File: config.mk
export PLATFORM = sky130hd
export DESIGN_NAME = imem_fetch_ctrl
export DESIGN_NICKNAME = d
export VERILOG_FILES = /design/src/rtl/gigahurt_fetch_pkg.sv /design/src/rtl/imem_fetch_ctrl_pc_reg.sv /design/src/rtl/imem_fetch_ctrl.sv
export SDC_FILE = /design/constraint.sdc
export NUM_CORES = 1
export LEC_CHECK = 0
export ABC_AREA = 1
export BUFFER_PORTS_ARGS = -buffer_cell sky130_fd_sc_hd__buf_2
export CAP_MARGIN = 25
export CORE_UTILIZATION = 40
export CTS_CLUSTER_SIZE = 10
export DETAILED_ROUTE_END_ITERATION = 10
export PLACE_DENSITY = 0.72
export SLEW_MARGIN = 0
export SYNTH_ARGS = -nofsm -noshare
export SYNTH_HDL_FRONTEND = slang
export SYNTH_HIERARCHICAL = 1
export SYNTH_SLANG_ARGS = --single-unit
export TNS_END_PERCENT = 20
File: constraint.sdc
create_clock -name clk -period 1.3 [get_ports clk]
set_clock_uncertainty 0.2 [all_clocks]
set_input_delay 0.13 -clock clk [delete_from_list [all_inputs] [get_ports clk]]
set_output_delay 0.13 -clock clk [all_outputs]
set_load 0.01 [all_outputs]
File: src/rtl/gigahurt_fetch_pkg.sv
// Shared types and constants for the gigaHurt fetch sequencer.
package gigahurt_fetch_pkg;

  typedef enum logic {
    FETCH = 1'b0,
    HALT  = 1'b1
  } fetch_state_t;

  localparam logic [15:0] HALT_INSTR_DEFAULT = 16'hFFFF;

endpackage

File: src/rtl/imem_fetch_ctrl_pc_reg.sv
// Fetch program counter: sync reset, redirect load, increment with natural wrap.
module pc_reg #(
  parameter int             R        = 5,
  parameter logic [R-1:0]   RESET_PC = '0
) (
  input  logic         clk,
  input  logic         reset,
  input  logic         load,
  input  logic [R-1:0] load_pc,
  input  logic         inc,
  output logic [R-1:0] pc
);

  // Load outranks increment so a redirect always wins over a same-cycle fetch.
  always_ff @(posedge clk) begin
    if (reset) begin
      pc <= RESET_PC;
    end else if (load) begin
      pc <= load_pc;
    end else if (inc) begin
      pc <= pc + R'(1);
    end
  end

endmodule

File: src/rtl/imem_fetch_ctrl.sv
// Fetch sequencer: owns the PC, registers imem words into a one-deep slot
// toward decode, and handles redirects and HALT/resume.
module imem_fetch_ctrl
  import gigahurt_fetch_pkg::*;
#(
  parameter int           N          = 16,
  parameter int           R          = 5,
  parameter logic [R-1:0] RESET_PC   = '0,
  parameter logic [N-1:0] HALT_INSTR = HALT_INSTR_DEFAULT
) (
  input  logic         clk,
  input  logic         reset,
  output logic [R-1:0] imem_addr,
  input  logic [N-1:0] imem_instr,
  output logic [N-1:0] instr_out,
  output logic [R-1:0] pc_out,
  output logic         valid_out,
  input  logic         ready_in,
  input  logic         redirect_en,
  input  logic [R-1:0] redirect_pc,
  input  logic         resume,
  output logic         halted
);

  // Handshake: a word moves to decode on a cycle with valid_out && ready_in.
  // The slot may be refilled in the same cycle it is emptied; while
  // valid_out && !ready_in the slot contents are frozen until accepted or flushed.

  fetch_state_t state, state_next;
  logic [R-1:0] fetch_pc;
  logic         slot_free;
  logic         capture;

  assign slot_free = !valid_out || ready_in;
  assign capture   = (state == FETCH) && !redirect_en && slot_free;
  assign imem_addr = fetch_pc;
  assign halted    = (state == HALT);

  pc_reg #(
    .R        (R),
    .RESET_PC (RESET_PC)
  ) u_pc_reg (
    .clk     (clk),
    .reset   (reset),
    .load    (redirect_en),
    .load_pc (redirect_pc),
    .inc     (capture),
    .pc      (fetch_pc)
  );

  always_ff @(posedge clk) begin
    if (reset) begin
      state <= FETCH;
    end else begin
      state <= state_next;
    end
  end

  always_comb begin
    state_next = state;
    if (redirect_en) begin
      state_next = FETCH;
    end else if (state == FETCH) begin
      if (capture && (imem_instr == HALT_INSTR)) begin
        state_next = HALT;
      end
    end else if (resume) begin
      state_next = FETCH;
    end
  end

  // Slot register. In HALT nothing is captured, so an accepted word simply drains.
  always_ff @(posedge clk) begin
    if (reset) begin
      instr_out <= '0;
      pc_out    <= '0;
      valid_out <= 1'b0;
    end else if (redirect_en) begin
      valid_out <= 1'b0;
    end else if (capture) begin
      instr_out <= imem_instr;
      pc_out    <= fetch_pc;
      valid_out <= 1'b1;
    end else if (ready_in) begin
      valid_out <= 1'b0;
    end
  end

endmodule

==> run summary, run 1 <==
RUN STATUS
--------------------------------------------------------------------------------
Result of the run ................................................. complete, but fails checks
Violations in the final reports ................................... negative hold slack

PLACED DESIGN
--------------------------------------------------------------------------------
Detail Placement HPWL .............................................      1883 um
Global placer's final weighted congestion .........................       0.8019
Number of port buffers ............................................           53

DRT
--------------------------------------------------------------------------------
Detailed Routing Iterations Pass 1 ................................            4
Post-route antenna net violation count ............................            0
Residual DRC ......................................................            0
DR iter-0 viols ...................................................           26
Wire per inst .....................................................     11.41 um
Vias post-DR ......................................................        1,268
Final WL ..........................................................      3059 um
Via count normalized by instance count ............................        4.731

SYNTHESIS
--------------------------------------------------------------------------------
Seq/Total Area, Yosys .............................................       48.02%
Top-count cell post-synth ......................................... sky130_fd_sc_hd__nor2_1
Number of flops mapped to enable cells by yosys ...................            0
Post-synthesis net count ..........................................          185
Count of different cell masters after synthesis ...................           22
Most frequently used flop master after synthesis .................. sky130_fd_sc_hd__dfxtp_1
Mapped Cells ......................................................          158
Cell taking the most area after synthesis ......................... sky130_fd_sc_hd__dfxtp_1
Cell types with the largest area share after synthesis ............ sky130_fd_sc_hd__dfxtp_1, sky130_fd_sc_hd__nor2_1, sky130_fd_sc_hd__o21ai_0, sky130_fd_sc_hd__nand2_1, sky130_fd_sc_hd__inv_1
Async set-or-reset flop fraction in the synthesized netlist .......           0%
Mean post-synth cell area .........................................   7.388 um^2
Fraction of synthesized cell area taken by the top area cell type .       48.02%
List of most frequent post-synthesis cells ........................ sky130_fd_sc_hd__nor2_1, sky130_fd_sc_hd__dfxtp_1, sky130_fd_sc_hd__o21ai_0
YS warnings .......................................................            6
FF+latch count, synth .............................................           28
Total standard cell area after synthesis ..........................    1167 um^2

GLOBAL ROUTE
--------------------------------------------------------------------------------
Largest net degree at the start of global routing .................           23
Number of antenna violations at the first check in global routing .            0
Global-route congestion overflow total ............................            0
Global-route usage over all layers ................................       20.12%
Via count of the first global-routing pass ........................        1,230
First-pass GRT wire length ........................................      5126 um

SETUP PATH
--------------------------------------------------------------------------------
Nature of the critical path startpoint ............................    flip-flop
Critical path start-end classification ............................      reg2out
Master of the slowest instance on the critical path ............... sky130_fd_sc_hd__dfxtp_1
Family with the most delay on the worst path ......................   flip-flops
Ordered cell list for the critical path ...........................        buf_2
Kind of end point of the critical path ............................   output pin
Biggest fanout along the worst timing path ........................            7
Required time reported for the critical path endpoint .............      0.97 ns
Arr. time, crit path ..............................................      0.95 ns
CP bufs+invs ......................................................            1
Register-to-register path setup slack .............................      0.03 ns
Slowest Stage Delay on Critical Path ..............................      0.46 ns

FINAL LAYOUT
--------------------------------------------------------------------------------
Area Growth Syn to Fin ............................................       55.95%
Layout cells sized above 1 ........................................       33.33%
FILL cells ........................................................          258
Number of flip-flops in the largest register ......................           16
End-of-flow core utilization ......................................       66.02%
Final net count ...................................................          265
Number of diodes added for antenna fixing .........................            0

CLOCKING
--------------------------------------------------------------------------------
CTS tree ..........................................................        built
Clock sink count ..................................................           28
Clock-pin slew on the worst setup and hold paths ..................      0.15 ns
Maximum number of buffers from clock root to sink .................            2
Maximum level of the CTS H-tree ...................................            1
Total CTS buffers .................................................            3
Post-CTS setup buffers ............................................            0
Clock latency on the worst-skew pair ..............................      0.33 ns
Clock root buffer master .......................................... sky130_fd_sc_hd__clkbuf_4
Hold buffers post-CTS .............................................           23

TIMING
--------------------------------------------------------------------------------
Minimum clock period after layout .................................     1.284 ns
Final hold vios ...................................................            1
Max Fclk ..........................................................    778.6 MHz
Unrepaired setup endpoints after global routing ...................          yes
Hold slack final ..................................................  -0.09763 ns
Tightest slew margin relative to the limit ........................       64.44%
Actual transition at the worst max-transition pin .................    0.5328 ns
Pins over their slew limit ........................................            0
Ratio of final minimum period to clock period .....................       98.80%
Setup violation total in the final timing report ..................            0

PWR
--------------------------------------------------------------------------------
Reported net switching power ......................................     489.5 uW
Power per cell area ............................................... 1052 nW/um^2
Lkg Pwr ........................................................... 0.0008994 uW
Combinational group share of total power ..........................        20.5%
Sequential Power Share ............................................        49.8%
Fraction of power consumed by the clock network ...................        29.7%
Max VDD drop ......................................................    0.7524 mV
P_int .............................................................      1426 uW
Switch share ......................................................       25.56%

RUN
--------------------------------------------------------------------------------
Number of max-capacitance violations reported .....................            0

DIE
--------------------------------------------------------------------------------
Ports .............................................................           54
Full die area .....................................................    3138 um^2
Core footprint ....................................................    2758 um^2
Horizontal extent of the die ......................................     56.02 um
Starting density of the core ......................................       42.33%
Y dimension of the die ............................................     56.02 um
Number of rows in the core area ...................................           19

WORST HOLD PATH
--------------------------------------------------------------------------------
Hold/Removal Path Class ...........................................       in2reg

==> layer usage <==
layer | up-vias | part of all wire, % | GRT usage, % | routed length (um)
met5 | - | 0 | 0 | 0
met4 | 0 | 0.75 | 5.923 | 23
met3 | 4 | 4.1 | 3.023 | 126
met2 | 37 | 50 | 36.05 | 1529
met1 | 565 | 45 | 24.75 | 1380
li1 | 662 | - | - | -
==> worst paths after layout <==
check                                     from      endpoint  depth (start not counted)
worst max-delay path            u_pc_reg/pc[3]  imem_addr[3]                          1
worst min-delay path                  ready_in     valid_out                          4
worst min register to register          halted     valid_out                          1
worst max register to register          halted        halted                          6
==> layout make-up <==
cell class | count | area (um^2) | share of cell area, %
sequential | 28 | 569.3 | 31.27
tap | 31 | 38.79 | 2.131
clock buffer | 3 | 22.52 | 1.237
multi-input combinational | 113 | 548.0 | 30.10
inverter | 10 | 45.04 | 2.474
clock inverter | 1 | 30.03 | 1.649
timing repair buffer | 82 | 566.8 | 31.13
==> cell families after synthesis <==
group / Yosys count / synth area share, %
adders and majority gates: 1 / 1.072
and+or+nand+nor: 81 / 29.05
AOI/OAI and AO/OA: 30 / 13.50
DFF: 28 / 48.02
buffers and inverters: 17 / 7.609
xor gates and xnor gates: 1 / 0.7504
==> timing repair <==
action	CTS	global route
cloned	0	0
pin swaps	0	5
endpoints found under the hold margin	23	1
endpoints found under the setup margin	6	30
resized for setup	2	23
==> cell usage in the layout (no fill, tap or decap), drive strengths merged <==
cell type,n
buf,59
nor2,49
dfxtp,28
dlygate4sd3,23
o21ai,22
nand2,21
inv,10
nand3,5
a21oi,5
nand4,4
clkbuf,3
a21boi,2
or2,1
bufinv,1
a22oi,1
xor2,1
nor3,1
ha,1
==> power groups by stage <==
stage,registers (uW),clock network [uW],logic [uW]
6_report,954,569,392
5_1_grt,963,615,436
4_1_cts,953,580,364
3_5_place_dp,971,0,310
3_3_place_gp,968,0,308
2_1_floorplan,1000,0,146
==> stage by stage <==
stage	worst slack, ns	setup TNS, ns	cell area (um^2)	total power (uW)	instances
floorplan	-0.05306	-0.2353	1179	1148	158
global placement	0.02399	0	1476	1277	241
detailed placement	0.01948	0	1476	1281	241
CTS	-0.02440	-0.04728	1762	1897	268
global route	-0.05566	-0.2985	1821	2014	268
finish	0.01560	0	1821	1915	268
Power figures use the tool's default switching activity.
==> run 2, diff against run 1 <==
- ABC_AREA: 1 -> unset
- PLACE_DENSITY: 0.72 -> 0.73
- SKIP_CTS_REPAIR_TIMING: unset -> 1
==> run 2 against run 1 <==
Against the previous run: the flow finishes with violations (negative hold slack, negative setup slack); largest power group unchanged; clock power decreased by 28%; combinational power down 9.4%; routed wire length grew 3.8%; non-clock buffer count rose by 5; global-route usage fell by 1.1 points; maximum frequency fell by 26%; critical path depth up 3; clock-buffer cell count grew 1; die area decreased by 6.7%; synthesized area decreased by 7.0%.
==> run summary, run 2 <==
RUN STATUS
--------------------------------------------------------------------------------
Result of the run ................................................. complete, but fails checks
Violations in the final reports ................................... negative hold slack, negative setup slack

SETUP PATH
--------------------------------------------------------------------------------
Biggest fanout along the worst timing path ........................            4
Crit path depth ...................................................            4
Family with the most delay on the worst path ...................... simple AND/OR/NAND/NOR gates
Arr. time, crit path ..............................................      1.75 ns
Nature of the critical path startpoint ............................    flip-flop
CP bufs+invs ......................................................            0
Critical path start-end classification ............................      reg2reg
Worst reg2reg path depth ..........................................            4
Ordered cell list for the critical path ........................... nor2b_4 > or3_4 > or4_4 > o41ai_2
Slowest Stage Delay on Critical Path ..............................      0.43 ns
Master of the slowest instance on the critical path ............... sky130_fd_sc_hd__or4_4
Required time reported for the critical path endpoint .............      1.33 ns
Kind of end point of the critical path ............................    flip-flop

DRT
--------------------------------------------------------------------------------
Wire per inst .....................................................     12.91 um
Post-route antenna net violation count ............................            0
Via count normalized by instance count ............................        4.955
Vias post-DR ......................................................        1,219
Final WL ..........................................................      3176 um
Residual DRC ......................................................            0
DR iter-0 viols ...................................................           21
Detailed Routing Iterations Pass 1 ................................            4

GLOBAL ROUTE
--------------------------------------------------------------------------------
Largest net degree at the start of global routing .................           29
Met2 track demand over resource in global routing .................       34.98%
Met3 Resource Use GR ..............................................       4.802%
Number of antenna violations at the first check in global routing .            0
Global-route usage over all layers ................................       18.97%
Busiest layer in global routing ...................................         met2
First-pass GRT wire length ........................................      4077 um
Global routing met1 resource utilization ..........................       22.35%
Global-route congestion overflow total ............................            0
Via count of the first global-routing pass ........................          977

CLOCKING
--------------------------------------------------------------------------------
Clock latency on the worst-skew pair ..............................      0.31 ns
Total CTS buffers .................................................            3
Maximum number of buffers from clock root to sink .................            2
Clock root buffer master .......................................... sky130_fd_sc_hd__clkbuf_4
Clock-pin slew on the worst setup and hold paths ..................      0.14 ns
Maximum level of the CTS H-tree ...................................            1
CTS tree ..........................................................        built
Clock sink count ..................................................           28

TIMING
--------------------------------------------------------------------------------
Tightest slew margin relative to the limit ........................       79.43%
Final hold vios ...................................................            2
Actual transition at the worst max-transition pin .................    0.3086 ns
Minimum clock period after layout .................................     1.727 ns
Setup violation total in the final timing report ..................           27
Unrepaired setup endpoints after global routing ...................          yes
Ratio of final minimum period to clock period .....................       132.8%
Post-Route Setup TNS ..............................................    -7.765 ns
Hold slack final ..................................................   -0.1136 ns
Pins over their slew limit ........................................            0
Final Worst Setup Slack ...........................................   -0.4266 ns
Max Fclk ..........................................................    579.2 MHz

SYNTHESIS
--------------------------------------------------------------------------------
Top-count cell post-synth ......................................... sky130_fd_sc_hd__nand2_1
Number of flops mapped to enable cells by yosys ...................            0
List of most frequent post-synthesis cells ........................ sky130_fd_sc_hd__nand2_1, sky130_fd_sc_hd__dfxtp_1, sky130_fd_sc_hd__a21oi_1
Most frequently used flop master after synthesis .................. sky130_fd_sc_hd__dfxtp_1
Fraction of synthesized cell area taken by the top area cell type .       51.61%
Cell types with the largest area share after synthesis ............ sky130_fd_sc_hd__dfxtp_1, sky130_fd_sc_hd__nand2_1, sky130_fd_sc_hd__a21oi_1, sky130_fd_sc_hd__nand4_1, sky130_fd_sc_hd__clkbuf_1
Async set-or-reset flop fraction in the synthesized netlist .......           0%
Post-synthesis net count ..........................................          160
Total standard cell area after synthesis ..........................    1086 um^2
Cell taking the most area after synthesis ......................... sky130_fd_sc_hd__dfxtp_1
FF+latch count, synth .............................................           28
Mean post-synth cell area .........................................   8.166 um^2
YS warnings .......................................................            6
Count of different cell masters after synthesis ...................           21
Seq/Total Area, Yosys .............................................       51.61%
Mapped Cells ......................................................          133

FINAL LAYOUT
--------------------------------------------------------------------------------
Number of standard cells in the final layout excluding fillers ....          246
Area Growth Syn to Fin ............................................       60.60%
Most used cells in the layout excluding fill and tap cells ........ sky130_fd_sc_hd__buf_2, sky130_fd_sc_hd__nand2_1, sky130_fd_sc_hd__dfxtp_1, sky130_fd_sc_hd__a21oi_1, sky130_fd_sc_hd__dlygate4sd3_1
Final net count ...................................................          244
Number of flip-flops in the largest register ......................           16
Number of diodes added for antenna fixing .........................            0
Layout cells sized above 1 ........................................       36.57%
Most common cell after layout, fill and taps aside ................ sky130_fd_sc_hd__buf_2
Final Cell Area ...................................................    1744 um^2

PWR
--------------------------------------------------------------------------------
Lkg Pwr ........................................................... 0.0008371 uW
Power per cell area ............................................... 976.8 nW/um^2
Max VDD drop ......................................................    0.6589 mV

PLACED DESIGN
--------------------------------------------------------------------------------
Global placer's final weighted congestion .........................       0.7638
Number of port buffers ............................................           53
Cell Area, Placed .................................................    1445 um^2
Detail Placement HPWL .............................................      2034 um
DP Worst Slack ....................................................   -0.5756 ns
Count of placed standard cells including taps .....................          219

RUN
--------------------------------------------------------------------------------
Number of max-capacitance violations reported .....................            0

DIE
--------------------------------------------------------------------------------
Starting density of the core ......................................       43.06%
Ports .............................................................           54
Core footprint ....................................................    2522 um^2
Number of rows in the core area ...................................           18
Horizontal extent of the die ......................................     54.11 um
Full die area .....................................................    2927 um^2
Y dimension of the die ............................................     54.11 um

WORST HOLD PATH
--------------------------------------------------------------------------------
Number of cells on the worst hold path ............................            3
Hold/Removal Path Class ...........................................       in2reg

-- run 2: final timing paths --
path,start,to,slack [ns]
worst max register to register,valid_out,halted,-0.43
worst min-delay path,resume,halted,-0.11
worst min register to register,instr_out[4],instr_out[4],0.26
worst max-delay path,valid_out,halted,-0.43
-- run 2: routing by layer --
layer / share of wire [%] / wire length (um) / up-vias
li1: - / - / 608
met1: 44 / 1405 / 567
met2: 49 / 1569 / 44
met3: 6.4 / 202 / 0
met4: 0 / 0 / 0
met5: 0 / 0 / -
-- run 2: power by group --
| group | switching, uW | leakage [uW] | internal (uW) | total [uW] |
|---|---|---|---|---|
| registers | 29.8 | 0.000231 | 909 | 939 |
| logic | 169 | 0.000585 | 186 | 355 |
| clock network | 239 | 0.0000210 | 171 | 410 |
-- run 2: layout make-up --
cell class                 instances  area, um^2
fill                             214       778.2
timing repair buffer              87       581.8
sequential                        28       564.3
multi-input combinational         93       506.7
tap                               30       37.54
clock buffer                       4       36.28
inverter                           4       17.52
-- run 2: cell families after synthesis --
family                     count (synthesis)  share of synthesized area [%]
and+or+nand+nor                           57                          22.93
adders and majority gates                  1                          1.152
xor gates and xnor gates                   4                          3.226
AOI/OAI and AO/OA                         28                          13.94
DFF                                       28                          51.61
muxes                                      3                          2.880
buffers and inverters                     12                          4.262
-- run 2: stage by stage --
| stage | hold WS [ns] | power [uW] | util (%) |
|---|---|---|---|
| detailed placement | 0.1808 | 1240 | 57.29 |
| floorplan | -0.001243 | 1100 | - |
| global placement | 0.1756 | 1230 | 57.29 |
| finish | -0.1136 | 1704 | 69.15 |
| global route | -0.1115 | 1789 | 69.15 |
| CTS | -0.1660 | 1652 | 58.73 |
-- run 2: worst register-to-register path, delay by kind of cell (launching register included) --
kind | cells | cell delay (ns)
flip-flops | 1 | 0.34
AO/OA/AOI/OAI | 1 | 0.20
AND/OR/NAND/NOR | 3 | 0.91
